[src/rtl/alu_seq_pkg.sv]
// rtl/alu_seq_pkg.sv - shared types and constants for the ALU operand sequencer
// Purpose: state enum, ALUControl opcodes, op-byte field positions, flag bit
//          indices and a reserved-field helper used by the sequencer files.
// Ports:   none (package)
package alu_seq_pkg;

    typedef enum logic [1:0] {
        S_A     = 2'd0,
        S_B     = 2'd1,
        S_OP    = 2'd2,
        S_ISSUE = 2'd3
    } seq_state_e;

    // ALUControl opcodes
    localparam logic [2:0] ALU_ADD = 3'b000;
    localparam logic [2:0] ALU_SUB = 3'b001;
    localparam logic [2:0] ALU_AND = 3'b010;
    localparam logic [2:0] ALU_OR  = 3'b011;
    localparam logic [2:0] ALU_XOR = 3'b100;
    localparam logic [2:0] ALU_SLL = 3'b101;
    localparam logic [2:0] ALU_SRL = 3'b110;
    localparam logic [2:0] ALU_SRA = 3'b111;

    // Op-byte layout: [7:5] ALUControl, [4:3] shiftdesp, [2:0] reserved
    localparam int OPB_CTL_MSB  = 7;
    localparam int OPB_CTL_LSB  = 5;
    localparam int OPB_SH_MSB   = 4;
    localparam int OPB_SH_LSB   = 3;
    localparam int OPB_RSVD_MSB = 2;

    // Packed flag vector {V,C,N,Z}
    localparam int FLG_Z = 0;
    localparam int FLG_N = 1;
    localparam int FLG_C = 2;
    localparam int FLG_V = 3;

    function automatic logic rsvd_nonzero(input logic [7:0] op_byte);
        return |op_byte[OPB_RSVD_MSB:0];
    endfunction

endpackage

[src/rtl/alu_result_reg.sv]
// rtl/alu_result_reg.sv - result/flag capture register with issue counter
// Purpose: latches the ALU's combinational result and flags on an accepted
//          issue, pulses res_valid for one cycle and counts completed issues.
// Ports:   clk, rst (sync, active-high)
//          capture_en  in  1  issue accepted this edge
//          alu_result  in  8  combinational ALU result
//          alu_flags   in  4  combinational flags {V,C,N,Z}
//          res         out 8  captured result
//          flags       out 4  captured flags {V,C,N,Z}
//          res_valid   out 1  one-cycle pulse after each capture
//          op_count    out 8  completed issues, wraps 255 -> 0
module alu_result_reg
    import alu_seq_pkg::*;
(
    input  logic       clk,
    input  logic       rst,
    input  logic       capture_en,
    input  logic [7:0] alu_result,
    input  logic [3:0] alu_flags,
    output logic [7:0] res,
    output logic [3:0] flags,
    output logic       res_valid,
    output logic [7:0] op_count
);

    logic [7:0] res_q, res_d;
    logic [3:0] flags_q, flags_d;
    logic       res_valid_q, res_valid_d;
    logic [7:0] op_count_q, op_count_d;

    always_comb begin
        res_d       = res_q;
        flags_d     = flags_q;
        op_count_d  = op_count_q;
        res_valid_d = capture_en;
        if (capture_en) begin
            res_d      = alu_result;
            flags_d    = alu_flags;
            op_count_d = op_count_q + 8'd1;
        end
    end

    always_ff @(posedge clk) begin
        if (rst) begin
            res_q       <= 8'h00;
            flags_q     <= 4'h0;
            res_valid_q <= 1'b0;
            op_count_q  <= 8'h00;
        end else begin
            res_q       <= res_d;
            flags_q     <= flags_d;
            res_valid_q <= res_valid_d;
            op_count_q  <= op_count_d;
        end
    end

    assign res       = res_q;
    assign flags     = flags_q;
    assign res_valid = res_valid_q;
    assign op_count  = op_count_q;

endmodule

[src/rtl/alu_operand_sequencer.sv]
// rtl/alu_operand_sequencer.sv - byte-stream to ALU operation sequencer
// Purpose: assembles {op_a, op_b, op byte} frames from a byte stream, issues
//          the operation to the ALU with valid/ready and captures the result.
// Ports:   clk, rst (sync, active-high)
//          data_in/data_valid/in_ready             byte input stream
//          op_a, op_b, alu_control, shiftdesp      operation to the ALU
//          issue_valid/issue_ready                 issue handshake
//          alu_result, alu_zero/negative/carry/overflow  ALU combinational outputs
//          res, flags, res_valid                   captured result {V,C,N,Z}
//          frame_err                               pulse on rejected op byte
//          op_count                                completed issues, wraps
module alu_operand_sequencer
    import alu_seq_pkg::*;
#(
    parameter bit CHECK_RSVD = 1'b1
) (
    input  logic       clk,
    input  logic       rst,
    input  logic [7:0] data_in,
    input  logic       data_valid,
    output logic       in_ready,
    output logic [7:0] op_a,
    output logic [7:0] op_b,
    output logic [2:0] alu_control,
    output logic [1:0] shiftdesp,
    output logic       issue_valid,
    input  logic       issue_ready,
    input  logic [7:0] alu_result,
    input  logic       alu_zero,
    input  logic       alu_negative,
    input  logic       alu_carry,
    input  logic       alu_overflow,
    output logic [7:0] res,
    output logic [3:0] flags,
    output logic       res_valid,
    output logic       frame_err,
    output logic [7:0] op_count
);

    seq_state_e state_q, state_d;
    logic [7:0] op_a_q, op_a_d;
    logic [7:0] op_b_q, op_b_d;
    logic [2:0] alu_control_q, alu_control_d;
    logic [1:0] shiftdesp_q, shiftdesp_d;
    logic       issue_valid_q, issue_valid_d;
    logic       frame_err_q, frame_err_d;

    logic       accept;
    logic       capture;
    logic [3:0] alu_flags;

    // in_ready is the only combinational output; it drops during reset so
    // no byte is ever counted as consumed on a reset edge.
    assign in_ready = (state_q != S_ISSUE) && !rst;
    assign accept   = data_valid && in_ready;
    assign capture  = issue_valid_q && issue_ready;

    always_comb begin
        alu_flags        = 4'h0;
        alu_flags[FLG_Z] = alu_zero;
        alu_flags[FLG_N] = alu_negative;
        alu_flags[FLG_C] = alu_carry;
        alu_flags[FLG_V] = alu_overflow;
    end

    always_comb begin
        state_d       = state_q;
        op_a_d        = op_a_q;
        op_b_d        = op_b_q;
        alu_control_d = alu_control_q;
        shiftdesp_d   = shiftdesp_q;
        frame_err_d   = 1'b0;
        case (state_q)
            S_A: begin
                if (accept) begin
                    op_a_d  = data_in;
                    state_d = S_B;
                end
            end
            S_B: begin
                if (accept) begin
                    op_b_d  = data_in;
                    state_d = S_OP;
                end
            end
            S_OP: begin
                if (accept) begin
                    if (CHECK_RSVD && rsvd_nonzero(data_in)) begin
                        // Bad op byte: drop the whole frame, keep last opcode.
                        frame_err_d = 1'b1;
                        state_d     = S_A;
                    end else begin
                        alu_control_d = data_in[OPB_CTL_MSB:OPB_CTL_LSB];
                        shiftdesp_d   = data_in[OPB_SH_MSB:OPB_SH_LSB];
                        state_d       = S_ISSUE;
                    end
                end
            end
            S_ISSUE: begin
                if (capture) begin
                    state_d = S_A;
                end
            end
            default: state_d = S_A;
        endcase
        // Registered view of "next state is S_ISSUE" keeps issue_valid glitch-free.
        issue_valid_d = (state_d == S_ISSUE);
    end

    always_ff @(posedge clk) begin
        if (rst) begin
            state_q       <= S_A;
            op_a_q        <= 8'h00;
            op_b_q        <= 8'h00;
            alu_control_q <= ALU_ADD;
            shiftdesp_q   <= 2'b00;
            issue_valid_q <= 1'b0;
            frame_err_q   <= 1'b0;
        end else begin
            state_q       <= state_d;
            op_a_q        <= op_a_d;
            op_b_q        <= op_b_d;
            alu_control_q <= alu_control_d;
            shiftdesp_q   <= shiftdesp_d;
            issue_valid_q <= issue_valid_d;
            frame_err_q   <= frame_err_d;
        end
    end

    assign op_a        = op_a_q;
    assign op_b        = op_b_q;
    assign alu_control = alu_control_q;
    assign shiftdesp   = shiftdesp_q;
    assign issue_valid = issue_valid_q;
    assign frame_err   = frame_err_q;

    alu_result_reg u_result_reg (
        .clk        (clk),
        .rst        (rst),
        .capture_en (capture),
        .alu_result (alu_result),
        .alu_flags  (alu_flags),
        .res        (res),
        .flags      (flags),
        .res_valid  (res_valid),
        .op_count   (op_count)
    );

endmodule

[config.mk]
export PLATFORM = sky130hd
export DESIGN_NAME = alu_operand_sequencer
export DESIGN_NICKNAME = d
export VERILOG_FILES = /design/src/rtl/alu_seq_pkg.sv /design/src/rtl/alu_result_reg.sv /design/src/rtl/alu_operand_sequencer.sv
export SDC_FILE = /design/constraint.sdc
export NUM_CORES = 1
export LEC_CHECK = 0
export CORE_ASPECT_RATIO = 1.4
export CORE_MARGIN = 10
export CORE_UTILIZATION = 40
export CTS_CLUSTER_DIAMETER = 150
export CTS_CLUSTER_SIZE = 40
export DETAILED_ROUTE_END_ITERATION = 7
export GPL_ROUTABILITY_DRIVEN = 1
export PLACE_DENSITY = 0.86
export SYNTH_ARGS = -nofsm -noshare
export SYNTH_HDL_FRONTEND = slang
export SYNTH_SLANG_ARGS = --single-unit
[constraint.sdc]
create_clock -name clk -period 3.8 [get_ports clk]
set_input_delay 0.38 -clock clk [delete_from_list [all_inputs] [get_ports clk]]
set_output_delay 0.38 -clock clk [all_outputs]
set_load 0.02 [all_outputs]
Word level (Yosys, flattened, before mapping)

Index checks and enable logic that the tools add are counted.

Register bits after elaboration: 46
Latch bits: 0
RAM bits: 0
Bits in read-only memories: 0
Input port bits: 24
Output and inout port bits: 45
Logic and storage cells: 37
Memories kept: 0

Add/sub/neg operators: 1
Multipliers: 0
Divide/modulo/power cells: 0
Order comparisons: 0
Equal/unequal tests: 5
Shift-type cells: 0
Mux-type cells: 7
Bitwise gates (word level): 3
Reduce and logical (&&, ||, !) cells: 10

Operators with widths:

| cell                                                | number |
|---|---|
| 2-to-1 mux 2 bit                                    | 5 |
| adder 8 x 1 -> 8 bit, second input constant         | 1 |
| one-hot mux 2 bit (4 select lines)                  | 1 |
| equality test 2 bit, second input constant          | 3 |
| OR reduction 3 bit                                  | 2 |
| AND reduction 2 bit                                 | 2 |
| logical AND 1 bit                                   | 3 |
| NOT 1 bit                                           | 3 |
| AND reduction 3 bit                                 | 1 |
| equality test 2 x 1 -> 1 bit, second input constant | 1 |
| logical NOT 2 bit                                   | 1 |
| != test 2 bit, second input constant                | 1 |
| logical NOT 1 bit                                   | 1 |
| 2-to-1 mux 1 bit                                    | 1 |

Logic depth before layout (Yosys ltp)

Gate-level depths: netlist of run 1.

Word-level depth: 6
Gate-level depth with buffers: 5
Gate-level depth less buffers: 4

By module

Synthesis of run 1 repeated with hierarchy kept, for this count alone.

Cell total of the unflattened synthesis: 188
Area total of the unflattened synthesis: 1803.0 um^2

By module, submodules not included:

| module                | times used | cells an instance | area an instance (um^2) | sequential area each (um^2) |
|---|---|---|---|---|
| alu_operand_sequencer | 1          | 111               | 1008.5                  | 500.5 |
| alu_result_reg        | 1          | 77                | 794.5                   | 420.4 |

Worst setup path after synthesis of run 1

No wires, ideal clock.

Path kind: input to output
Start: in rst
End: out in_ready
Arrival time: 1082 ps
Required time: 3420 ps
Slack: 2338 ps
Stages: 3
Path buffers: 2
Cell sequence: clkbuf_1 > clkbuf_1 > a21oi_1

Longest elaborated chain between the ends: 2

Ends and longest elaborated chain:

| what               | RTL line                    | text |
|---|---|---|
| start: declaration | alu_operand_sequencer.sv:18 | `input logic rst,` |
| logical NOT 1 bit  | alu_operand_sequencer.sv:54 | `assign in_ready = (state_q != S_ISSUE) && !rst;` |
| logical AND 1 bit  | alu_operand_sequencer.sv:54 |  |
| end: declaration   | alu_operand_sequencer.sv:21 | `output logic in_ready,` |

Every way passes these cells.

Worst setup path in the final report of run 1

Ends and elaborated chain as after synthesis.

==> results by stage, run 1 <==
Worst setup path:
- Along the worst path, the maximum fanout reaches 21.
- On the critical path, the stage with the largest delay is an instance of clkdlybuf4s50_1.
- The type of element capturing the critical path is an output port.
- In this design, the critical path's most frequently occurring cell is clkdlybuf4s50_1.
- Walking the worst path, the cells encountered are clkdlybuf4s50_1, a21oi_1, clkdlybuf4s50_1.
- The element type at the critical path start is a primary input.
- The setup check on the worst reg-to-reg path leaves a slack of 2.28 ns.
- The classification of the worst setup path is primary input to output port.
- For the worst setup path, the data arrival time is 2.07 ns.
- For this run, the slowest stage of the critical path takes between 0.7 and 0.8 ns.
- Data on the critical path is required at its endpoint by between 3 and 4 ns.

Global routing:
- The maximum number of pins on one net before global-route repair is 24.
- The via count of the first global-routing pass is approximately 1600.
- The global-route wire length before repair is slightly below 8000 um.
- The total routing resource utilization after global routing is 0.123.
- Summed over all layers, the global routing overflow is 0.
- The number of antenna violations at the first check in global routing is 0.

Clock network:
- After clock tree synthesis, the clock-pin slew on the worst setup and hold paths is around 0.080 ns.
- The count of buffers added by post-CTS timing repair for setup is 0.
- The CTS root buffer is clkbuf_8.
- In this run, post-CTS hold repair placed 0 buffers.
- The number of buffers between clock root and the deepest sink is 2.
- The number of resized instances in the post-cts repair step is 0.
- The clock tree synthesis step divided the H-tree into 2 levels.
- The clock latency at the later pin of the worst-skew pair is 0.30 ns.
- The TritonCTS sink count is between 40 and 50.
- The TritonCTS clock tree is done.
- TritonCTS created 5 clock buffers.

Timing:
- Setup repair after global routing left no endpoint under its margin.
- The measured slew at the worst slew-check pin is around 0.77 ns.
- In the finished design, the share of the clock period the worst path needs comes to 0.644.
- Between clock sinks in the finished design, the worst skew comes to about 0.0017 ns.
- The max-slew violation count came to 0.
- The final-report hold violation count is 0.
- In the final timing run, aggregate negative setup slack is 0 ns.
- The time the final worst path needs with I/O delays and setup is ~2.4 ns.
- The final worst hold slack is around 0.46 ns.
- Setup violations remaining at the end of the flow were counted as 0.
- The highest clock rate is 0.408 GHz.
- Headroom to the max-slew limit came out at 0.485.

Yosys:
- After synthesis, the cell types taking the most area are dfxtp_1 (52%), nand2_1 (12%), a21oi_1 (8.4%), mux2i_1 (7.3%), nor2_1 (2.5%).
- The biggest area contributor in the post-synthesis netlist is dfxtp_1.
- Synthesis handed over a netlist of between 200 and 250 instances.
- The count of yosys warnings during synthesis is 0.
- The number of storage elements in the synthesis netlist is 46.
- The share of synthesized area occupied by flip-flops and latches is 0.516.
- In this run the mean area of a mapped cell was roughly 8.6 sq um.
- The async set-or-reset flop fraction in the synthesized netlist is 0.
- The number of distinct standard cells referenced by the synthesized netlist is 31.
- The netlist area before placement is ~1800 sq um.
- The prevailing post-synth register cell is dfxtp_1.
- The net count after synthesis is 232.
- The portion of synthesized cell area occupied by the leading cell type is 0.516.
- The count of flip-flops with a built-in enable after synthesis is 0.

Power:
- The share of total power dissipated in combinational logic is 0.098.
- The static leakage is approximately 0.00088 uW.
- IR analysis of the VDD net gives a maximum drop of ~0.00027 V.
- The internal power of the cells is between 700 and 800 uW.
- The reported net switching power is around 210 uW.
- Of the total power, the share spent switching nets is 0.227.
- For this design the ratio of total power to cell area is ~360 nW/um^2.
- The share of total power in the clock network is 0.367.
- Of the total power, registers draw 0.535.

Cells and area:
- Summing all flip-flop and latch instances after layout gives between 900 and 1000 sq um.
- Summing all multi-input logic gate instances after layout gives about 800 sq um.
- Fill cells in the final layout number approximately 400.
- The final antenna diode count is 0.
- In the final layout, the share of cells above drive strength 1 is 0.0593.
- The area growth from synthesis to final layout is 46.1%.
- In the final design database the tool counted slightly below 300 nets.

Place:
- Summed over all nets, the half-perimeter wirelength after detailed placement is between 3000 and 4000 um.
- Routability-driven placement finished with a final weighted congestion of about 0.76.
- The count of buffers from port buffering is 68.

Status:
- The flow ran to the end, and the final reports show no timing, DRC or antenna violations.

Drt:
- The pre-antenna-repair detailed-routing pass consisted of 4 iterations.
- For this run, design rule violations remaining after detail routing come to 0.
- The violation count after the first detailed-routing iteration is a little under 100.
- The routed layout has between 1500 and 2000 vias.
- The number of nets still failing antenna checks after routing is 0.
- The wire length per cell after detailed routing is approximately 14 um.
- The routed via count divided by cell count is ~5.0.
- The total wire length is 4670 um.

Die:
- The initialized floorplan defines 28 standard-cell rows.
- The floorplan step defined a die boundary enclosing ~7600 sq um.
- The standard cell core area is ~4300 sq um.
- The number of primary I/O pins is 69.
- The die is ~76 um wide.
- For this configuration, the core starts out at a cell density of 0.417.
- The vertical die dimension is a little under 100 um.

Flow run:
- The tool flagged a number of max-cap violations equal to 0.

Worst hold path:
- The worst min-delay path class is flip-flop to flip-flop.
[stage by stage]
step | total power, uW | instances | setup WS, ns | util | cell area [sq um]
detailed placement | 602 | 322 | 1.33 | 0.584 | 2500
global route | 970 | 330 | 1.24 | 0.610 | 2610
floorplan | 551 | 207 | 2.34 | - | 1780
CTS | 941 | 330 | 1.32 | 0.610 | 2610
global placement | 600 | 322 | 1.34 | 0.584 | 2500
finish | 933 | 330 | 1.35 | 0.610 | 2610
[sequential cells by signal, summed over array words and instances (netlist names)]
signal	cells
op_a	8
op_b	8
u_result_reg.op_count	8
u_result_reg.res	8
u_result_reg.flags	4
alu_control	3
shiftdesp	2
state_q	2
frame_err	1
issue_valid	1
u_result_reg.res_valid	1
[placed cells by master (no fill, tap or decap), types with 2 or more instances in the layout]
master,count
a21oi_1,30
inv_1,2
mux2i_1,13
or3_2,2
dfxtp_1,46
buf_4,2
o31ai_1,2
nand2_1,57
nor2_1,12
o21ai_0,5
nand3_1,5
clkbuf_8,8
or4_1,2
clkdlybuf4s50_1,68
[power groups by stage]
stage	combinational, uW	clock [uW]	sequential, uW
CTS	92.3	350	499
finish	91.2	343	499
global placement	90.0	0	510
floorplan	35.9	0	515
global route	99.4	370	501
detailed placement	91.7	0	510
[cell families (layout without fill, tap and decap cells)]
group / count (synthesis) / count (layout) / synth area share
buffers and inverters: 17 / 80 / 0.0407
adders and majority gates: 1 / 1 / 0.00701
xor gates and xnor gates: 2 / 2 / 0.00982
AOI/OAI and AO/OA: 39 / 39 / 0.117
DFF: 46 / 46 / 0.516
and+or+nand+nor: 89 / 89 / 0.236
muxes: 13 / 13 / 0.0729
[layer usage]
| layer | part of all wire | track usage |
|---|---|---|
| met1 | 0.39 | 0.122 |
| met2 | 0.50 | 0.213 |
| met3 | 0.089 | 0.0636 |
| met4 | 0.017 | 0.0488 |
| met5 | 0 | 0 |
[cells in the mapped netlist, types with 2 or more instances]
| library cell | number |
|---|---|
| or3_2 | 2 |
| o31ai_1 | 2 |
| inv_1 | 2 |
| mux2i_1 | 13 |
| nand3_1 | 5 |
| or4_1 | 2 |
| clkbuf_1 | 7 |
| a21oi_1 | 30 |
| nand2_1 | 57 |
| o21ai_0 | 5 |
| dfxtp_1 | 46 |
| buf_2 | 6 |
| nor2_1 | 12 |
[area by class of cell]
type                            instances  share of cell area
Inverter                                2             0.00288
Clock buffer                            8              0.0422
Sequential cell                        46               0.353
Tap cell                               60              0.0288
Timing Repair Buffer                   70               0.267
Multi-Input combinational cell        144               0.306
[worst max-delay path: cells and delay by family]
family	cells	cell delay, ns
buffers and inverters	2	1.41
AOI/OAI and AO/OA	1	0.27
[worst paths after layout]
kind	startpoint	to	cells after the start
setup / recovery	rst	in_ready	3
hold / removal	u_result_reg.flags[2]$_SDFFE_PP0P_	u_result_reg.flags[2]$_SDFFE_PP0P_	2
setup reg to reg	state_q[1]$_SDFF_PP0_	op_a[6]$_SDFFE_PP0P_	3
hold reg to reg	u_result_reg.flags[2]$_SDFFE_PP0P_	u_result_reg.flags[2]$_SDFFE_PP0P_	2
(Power assumes the default switching activity.)
==> run 2, diff against run 1 <==
==> constraint.sdc (replaced) <==
create_clock -name clk -period 2.3 [get_ports clk]
set_input_delay 0.23 -clock clk [delete_from_list [all_inputs] [get_ports clk]]
set_output_delay 0.23 -clock clk [all_outputs]
set_load 0.02 [all_outputs]
==> results by stage, run 2 (same netlist as run 1, synthesis figures left out) <==
Status:
- The flow ran to the end, and the final reports show no timing, DRC or antenna violations.

Place:
- The total half-perimeter wirelength after legalization and detailed placement was 3580 um (+0.74%).
- The post-placement cell area was 2510 sq um (+0.60%).
- The minimum setup slack after placement was 0.333 ns (-0.996 ns).
- The count of buffers from port buffering is 68 (unchanged).
- The final RePlAce weighted congestion is 0.767 (+1.0%).

Flow run:
- The max-cap violation count was 0 (unchanged).

Worst setup path:
- On the critical path the largest part of the delay comes from buffers and inverters.
- The critical path is of the flip-flop to output port type.
- The type of element capturing the critical path is an output port.
- The signal arrival time at the worst endpoint is 1.54 ns (-0.53 ns).
- The maximum fanout along the worst path is 14 (-33%).
- Among all stages on the critical path, the largest delay is contributed by clkdlybuf4s50_1.
- The number of buffers and inverters on the critical path came to 1 (-1).
- The element type at the critical path start is a flip-flop.
- The delay of the slowest cell on the worst path is 0.62 ns (-0.16 ns).
- The data required time at the worst endpoint is 2.07 ns (-1.35 ns).
- Traced cell by cell, the critical path runs through a21oi_1, clkdlybuf4s50_1.

Cells and area:
- In the layout the commonest cells are clkdlybuf4s50_1 (68), nand2_1 (57), dfxtp_1 (46), a21oi_1 (30), mux2i_1 (13).
- The total number of nets in the final design is 296 (+0.68%).
- Leaving out fill and tap cells, the most frequent cell in the layout is clkdlybuf4s50_1.
- The final design instance area without fill is 2650 sq um (+1.8%).
- The final antenna diode count came to 0 (unchanged).
- The area growth from synthesis to final layout is 48.7%.
- The fraction of layout cells with a size suffix above 1 is 0.0662 (+0.00692).

Die:
- The initial core utilization is 0.417 (unchanged).
- The die span in x is 76.4 um (unchanged).
- The vertical die dimension is 99.0 um (unchanged).
- The floorplan die area is 7570 sq um (unchanged).
- The number of primary I/O pins is 69 (unchanged).
- The number of standard-cell rows in the floorplan is 28 (unchanged).
- The standard cell core area is 4270 sq um (unchanged).

Clock network:
- The number of buffers added by the clock tree synthesis step is 5 (unchanged).
- The number of H-tree branching levels is 2 (unchanged).
- The clock latency at the later pin of the worst-skew pair came to 0.29 ns (about the same).
- The CTS root buffer is clkbuf_8.
- The count of buffers added by post-CTS timing repair for setup is 0 (unchanged).
- The number of resized instances in the post-cts repair step is 0 (unchanged).
- The clock input transition at the sequential cells of the worst setup and hold paths is 0.08 ns (about the same).
- TritonCTS built the clock tree.
- The count of hold buffers inserted by post-cts repair is 0 (unchanged).
- The number of buffers between clock root and the deepest sink is 2 (unchanged).
- The TritonCTS sink count came to 46 (unchanged).

Timing:
- The worst-case clock skew is 0.00375 ns (+0.00200 ns).
- The final setup slack of the worst path is 0.533 ns (-0.819 ns).
- The routed design could run at a clock period as short as around 1.8 ns.
- The measured slew at the worst slew-check pin came to 0.541 ns (-0.229 ns).
- The sum of negative setup slack is 0 ns (unchanged).
- Setup repair after global routing left no endpoint under its margin.
- The highest clock rate is about 0.57 GHz.
- The final-report hold violation count is 0 (unchanged).
- The final worst hold slack came to 0.455 ns (-0.00146 ns).
- The worst-case headroom to the max-slew limit is 0.637 (+0.151).
- The share of the clock period used by the worst path after layout is 0.768.
- The max-slew violation count was 0 (unchanged).
- The number of endpoints failing setup at the final stage is 0 (unchanged).

Power:
- The maximum resistive drop on vdd is 0.000448 V (+67%).
- The static leakage is 0.000900 uW (+2.7%).
- The total power density per cell area is 643 nW/um^2 (+80%).

Drt:
- The number of vias after detailed routing was 1621 (-1.8%).
- The routed via count divided by cell count is 4.88 (-2.3%).
- The wire length per cell after detailed routing came to 14.2 um (+0.25%).
- The total wire length came to 4710 um (+0.86%).
- The first-pass iteration count of the detailed router came to 4 (unchanged).
- The violation count after the first detailed-routing iteration was 73 (-25%).
- The number of nets still failing antenna checks after routing is 0 (unchanged).
- The residual DRC count is 0 (unchanged).

Global routing:
- The remaining global-route overflow is 0 (unchanged).
- The total routing resource utilization after global routing is 0.125 (+0.00226).
- The maximum number of pins on one net before global-route repair was 27 (+13%).
- The global-route wire length before repair was 7910 um (+2.8%).
- The number of antenna violations at the first check in global routing is 0 (unchanged).
- The via count of the first global-routing pass is 1634 (+3.9%).

Worst hold path:
- The worst min-delay path class is flip-flop to flip-flop.
run 2: cell count changes in the layout (fill, tap and decap cells not counted), sizes merged:
cell | before | now
buf | 2 | 4
clkbuf | 8 | 6
bufinv | 0 | 2
run 2: path summary, 6_finish.rpt:
kind | startpoint | end | slack [ns] | depth (start not counted)
setup / recovery | state_q[0]$_SDFF_PP0_ | in_ready | 0.53 | 2
hold reg to reg | u_result_reg.res[3]$_SDFFE_PP0P_ | u_result_reg.res[3]$_SDFFE_PP0P_ | 0.45 | 2
setup reg to reg | state_q[1]$_SDFF_PP0_ | op_a[5]$_SDFFE_PP0P_ | 0.82 | 3
hold / removal | u_result_reg.res[3]$_SDFFE_PP0P_ | u_result_reg.res[3]$_SDFFE_PP0P_ | 0.45 | 2
run 2: cell type report:
| class | instances | area [sq um] |
|---|---|---|
| clock inverter | 2 | 60.1 |
| clock buffer | 6 | 82.6 |
| multi-input combinational | 144 | 797 |
| sequential | 46 | 921 |
| tap | 60 | 75.1 |
| inverter | 2 | 7.51 |
| fill | 394 | 1620 |
| timing repair buffer | 72 | 711 |
run 2: worst register-to-register path, delay by kind of cell (launching register included):
family | cells | cell delay, ns
simple gates | 2 | 0.88
flops | 1 | 0.42
compound gates | 1 | 0.07
run 2: stage by stage:
step | total power (uW) | instances | util
after floorplan | 911 | 207 | -
after global placement | 995 | 324 | 0.588
after global routing | 1760 | 332 | 0.621
after detailed placement | 996 | 324 | 0.588
after CTS | 1720 | 332 | 0.621
final | 1710 | 332 | 0.621
run 2: routing by layer:
layer	up-vias	part of all wire	routed length, um	GRT usage
li1	821	-	-	-
met1	743	0.41	1920	0.129
met2	49	0.52	2450	0.234
met3	8	0.063	295	0.0400
met4	0	0.011	51	0.0387
met5	-	0	0	0
run 2: report_power, final:
group | switching, uW | internal [uW] | leakage [uW] | total [uW]
Clock | 266 | 463 | 0.0000714 | 729
Combinational | 72.7 | 80.5 | 0.000457 | 153
Sequential | 14.4 | 810 | 0.000372 | 824
Total | 353 | 1350 | 0.000900 | 1710
==> run 3, diff against run 2 <==
==> constraint.sdc (replaced) <==
create_clock -name clk -period 1.8 [get_ports clk]
set_input_delay 0.18 -clock clk [delete_from_list [all_inputs] [get_ports clk]]
set_output_delay 0.18 -clock clk [all_outputs]
set_load 0.02 [all_outputs]
==> results by stage, run 3 (same netlist as run 1, synthesis figures left out) <==
Status:
- The run finished with clean final reports.

Global routing:
- The via count of the first global-routing pass is 1646 (+0.73%).
- The global-route track usage on met2 came to 0.219 (-0.0151).
- The routing usage on met3 is 0.0664 (+0.0264).
- The met1 global-route usage is 0.123 (-0.00591).
- In this run the most used layer during global routing was met2.
- The number of antenna violations at the first check in global routing is 0 (unchanged).
- The total routing resource utilization after global routing is 0.125 (-0.000397).
- The remaining global-route overflow is 0 (unchanged).
- The global-route wire length before repair is 7830 um (-0.96%).
- The maximum number of pins on one net before global-route repair is 26 (-3.7%).

Clock network:
- The TritonCTS sink count came to 46 (unchanged).
- The number of buffers added by the clock tree synthesis step was 5 (unchanged).
- TritonCTS built the clock tree.
- The count of buffers added by post-CTS timing repair for setup is 0 (unchanged).
- The clock input transition at the sequential cells of the worst setup and hold paths is 0.08 ns (about the same).
- The number of buffers between clock root and the deepest sink is 2 (unchanged).
- The number of H-tree branching levels is 2 (unchanged).
- The clock latency at the later pin of the worst-skew pair is 0.30 ns (about the same).
- The CTS root buffer is clkbuf_8.
- The count of hold buffers inserted by post-cts repair is 0 (unchanged).
- The number of resized instances in the post-cts repair step is 0 (unchanged).

Die:
- The initial core utilization is 0.417 (unchanged).
- The die span in x is 76.4 um (unchanged).
- The floorplan die area was 7570 sq um (unchanged).
- The vertical die dimension is 99.0 um (unchanged).
- The number of primary I/O pins is 69 (unchanged).
- The standard cell core area is 4270 sq um (unchanged).
- The number of standard-cell rows in the floorplan is 28 (unchanged).

Power:
- The part of the power in combinational logic is 0.100 (+0.010).
- The maximum resistive drop on vdd is 0.000568 V (+27%).
- The reported net switching power was 448 uW (+27%).
- The internal power of the cells was 1550 uW (+14%).
- The switching share of power is 0.224 (+0.0174).
- The sequential share of power came to 0.528 (+0.045).
- The static leakage came to 0.000903 uW (+0.26%).
- The total power density per cell area came to 756 nW/um^2 (+17%).
- The share of total power in the clock network came to 0.373 (-0.054).

Timing:
- The sum of negative setup slack is 0 ns (unchanged).
- Setup repair after global routing left no endpoint under its margin.
- The final-report hold violation count is 0 (unchanged).
- The worst-case headroom to the max-slew limit came to 0.654 (+0.0175).
- After layout, the minimum clock period comes to between 1.5 and 2 ns.
- The worst-case clock skew came to 0.00790 ns (+0.00415 ns).
- Of the available clock period, the critical path in the final layout requires 0.944.
- The max-slew violation count came to 0 (unchanged).
- The final worst hold slack was 0.427 ns (-0.0277 ns).
- The number of endpoints failing setup at the final stage came to 0 (unchanged).
- The measured slew at the worst slew-check pin came to 0.518 ns (-0.0233 ns).
- Timing would allow up to 0.589 GHz.

Worst setup path:
- The maximum fanout along the worst path is 11 (-3).
- The reg-to-reg startpoint is state_q[1]$_SDFF_PP0_.
- The type of element capturing the critical path is an output port.
- The worst setup path is launched from a flip-flop.
- The worst register-to-register path ends at op_a[5]$_SDFFE_PP0P_.
- The depth of the most critical reg-to-reg path is 3 (unchanged).
- The signal arrival time at the worst endpoint is 1.52 ns (-0.02 ns).
- The setup path with the least slack is of type flip-flop to output port.
- The data required time at the worst endpoint is 1.62 ns (-0.45 ns).
- The flop-to-flop setup slack is 0.34 ns (-0.48 ns).

Drt:
- The number of nets still failing antenna checks after routing came to 0 (unchanged).
- The number of vias after detailed routing is 1645 (+1.5%).
- The violation count after the first detailed-routing iteration is 72 (-1.4%).
- The total wire length was 4720 um (+0.25%).
- The routed via count divided by cell count came to 4.91 (+0.57%).
- The first-pass iteration count of the detailed router is 4 (unchanged).
- The wire length per cell after detailed routing is 14.1 um (-0.64%).
- The residual DRC count was 0 (unchanged).

Cells and area:
- The area growth from synthesis to final layout is 48.2%.
- The fraction of layout cells with a size suffix above 1 is 0.0800 (+0.0138).
- Leaving out fill and tap cells, the most frequent cells in the layout are clkdlybuf4s50_1 (68), nand2_1 (57), dfxtp_1 (45), a21oi_1 (30), mux2i_1 (13).
- The number of inserted filler cells in the final layout is 389 (-1.3%).
- The library cell used most frequently in the layout, excluding fill and tap cells, is clkdlybuf4s50_1.
- The total number of nets in the final design is 299 (+1.0%).
- The final antenna diode count was 0 (unchanged).

Place:
- The count of buffers from port buffering is 68 (unchanged).
- The total half-perimeter wirelength after legalization and detailed placement is 3650 um (+1.8%).
- The final RePlAce weighted congestion is 0.753 (-1.8%).

Worst hold path:
- The number of cells on the worst hold path is 3 (+1).
- The worst-case hold path end point is u_result_reg.res[2]$_SDFFE_PP0P_.
- The critical hold path startpoint is alu_result[2].
- The tightest min-delay check is of the primary input to flip-flop type.

Flow run:
- The max-cap violation count was 0 (unchanged).
[run 3: metrics by stage]
stage	total power [uW]	instances	cell area, sq um	utilization	worst slack (ns)
6_report	2000	335	2640	0.619	0.101
5_1_grt	2080	335	2640	0.619	0.0123
4_1_cts	2030	335	2640	0.618	0.0285
3_5_place_dp	1280	327	2530	0.593	0.0671
3_3_place_gp	1280	327	2530	0.593	0.105
2_1_floorplan	1160	207	1780	-	0.345
[run 3: critical path, stage by stage, from the launching register on]
cell and delay (ns):
dfxtp_1 0.42, a21oi_1 0.18, clkdlybuf4s50_1 0.62
[run 3: worst max-delay path by stage]
stage                                     startpoint  slack (ns)  depth (start not counted)                               endpoint
4_1_cts                        state_q[0]$_SDFF_PP0_        0.03                          2                               in_ready
3_5_place_dp                             issue_ready        0.07                          4  u_result_reg.op_count[7]$_SDFFE_PP0P_
6_report                       state_q[1]$_SDFF_PP0_        0.10                          2                               in_ready
3_3_place_gp                             issue_ready        0.11                          4  u_result_reg.op_count[7]$_SDFFE_PP0P_
5_1_grt                        state_q[1]$_SDFF_PP0_        0.01                          2                               in_ready
2_1_floorplan  u_result_reg.op_count[0]$_SDFFE_PP0P_        0.34                          4  u_result_reg.op_count[6]$_SDFFE_PP0P_
[run 3: layout make-up]
| class | instances | area [sq um] | area share |
|---|---|---|---|
| tap | 60 | 75.1 | 0.0284 |
| timing repair buffer | 75 | 733 | 0.277 |
| clock buffer | 5 | 68.8 | 0.0260 |
| clock inverter | 3 | 40.0 | 0.0151 |
| sequential | 46 | 922 | 0.349 |
| multi-input combinational | 144 | 797 | 0.301 |
| inverter | 2 | 7.51 | 0.00284 |
[run 3: routing by layer]
layer,wire [um],share of wire,up-vias
li1,-,-,827
met1,1850,0.39,756
met2,2400,0.51,55
met3,407,0.086,7
met4,68,0.014,0
met5,0,0,-
[run 3: power by group through the flow]
stage / Sequential (uW) / Combinational [uW] / Clock, uW
2_1_floorplan: 1090 / 75.8 / 0
3_5_place_dp: 1080 / 200 / 0
5_1_grt: 1060 / 215 / 807
6_report: 1050 / 199 / 745
3_3_place_gp: 1080 / 198 / 0
4_1_cts: 1050 / 202 / 770
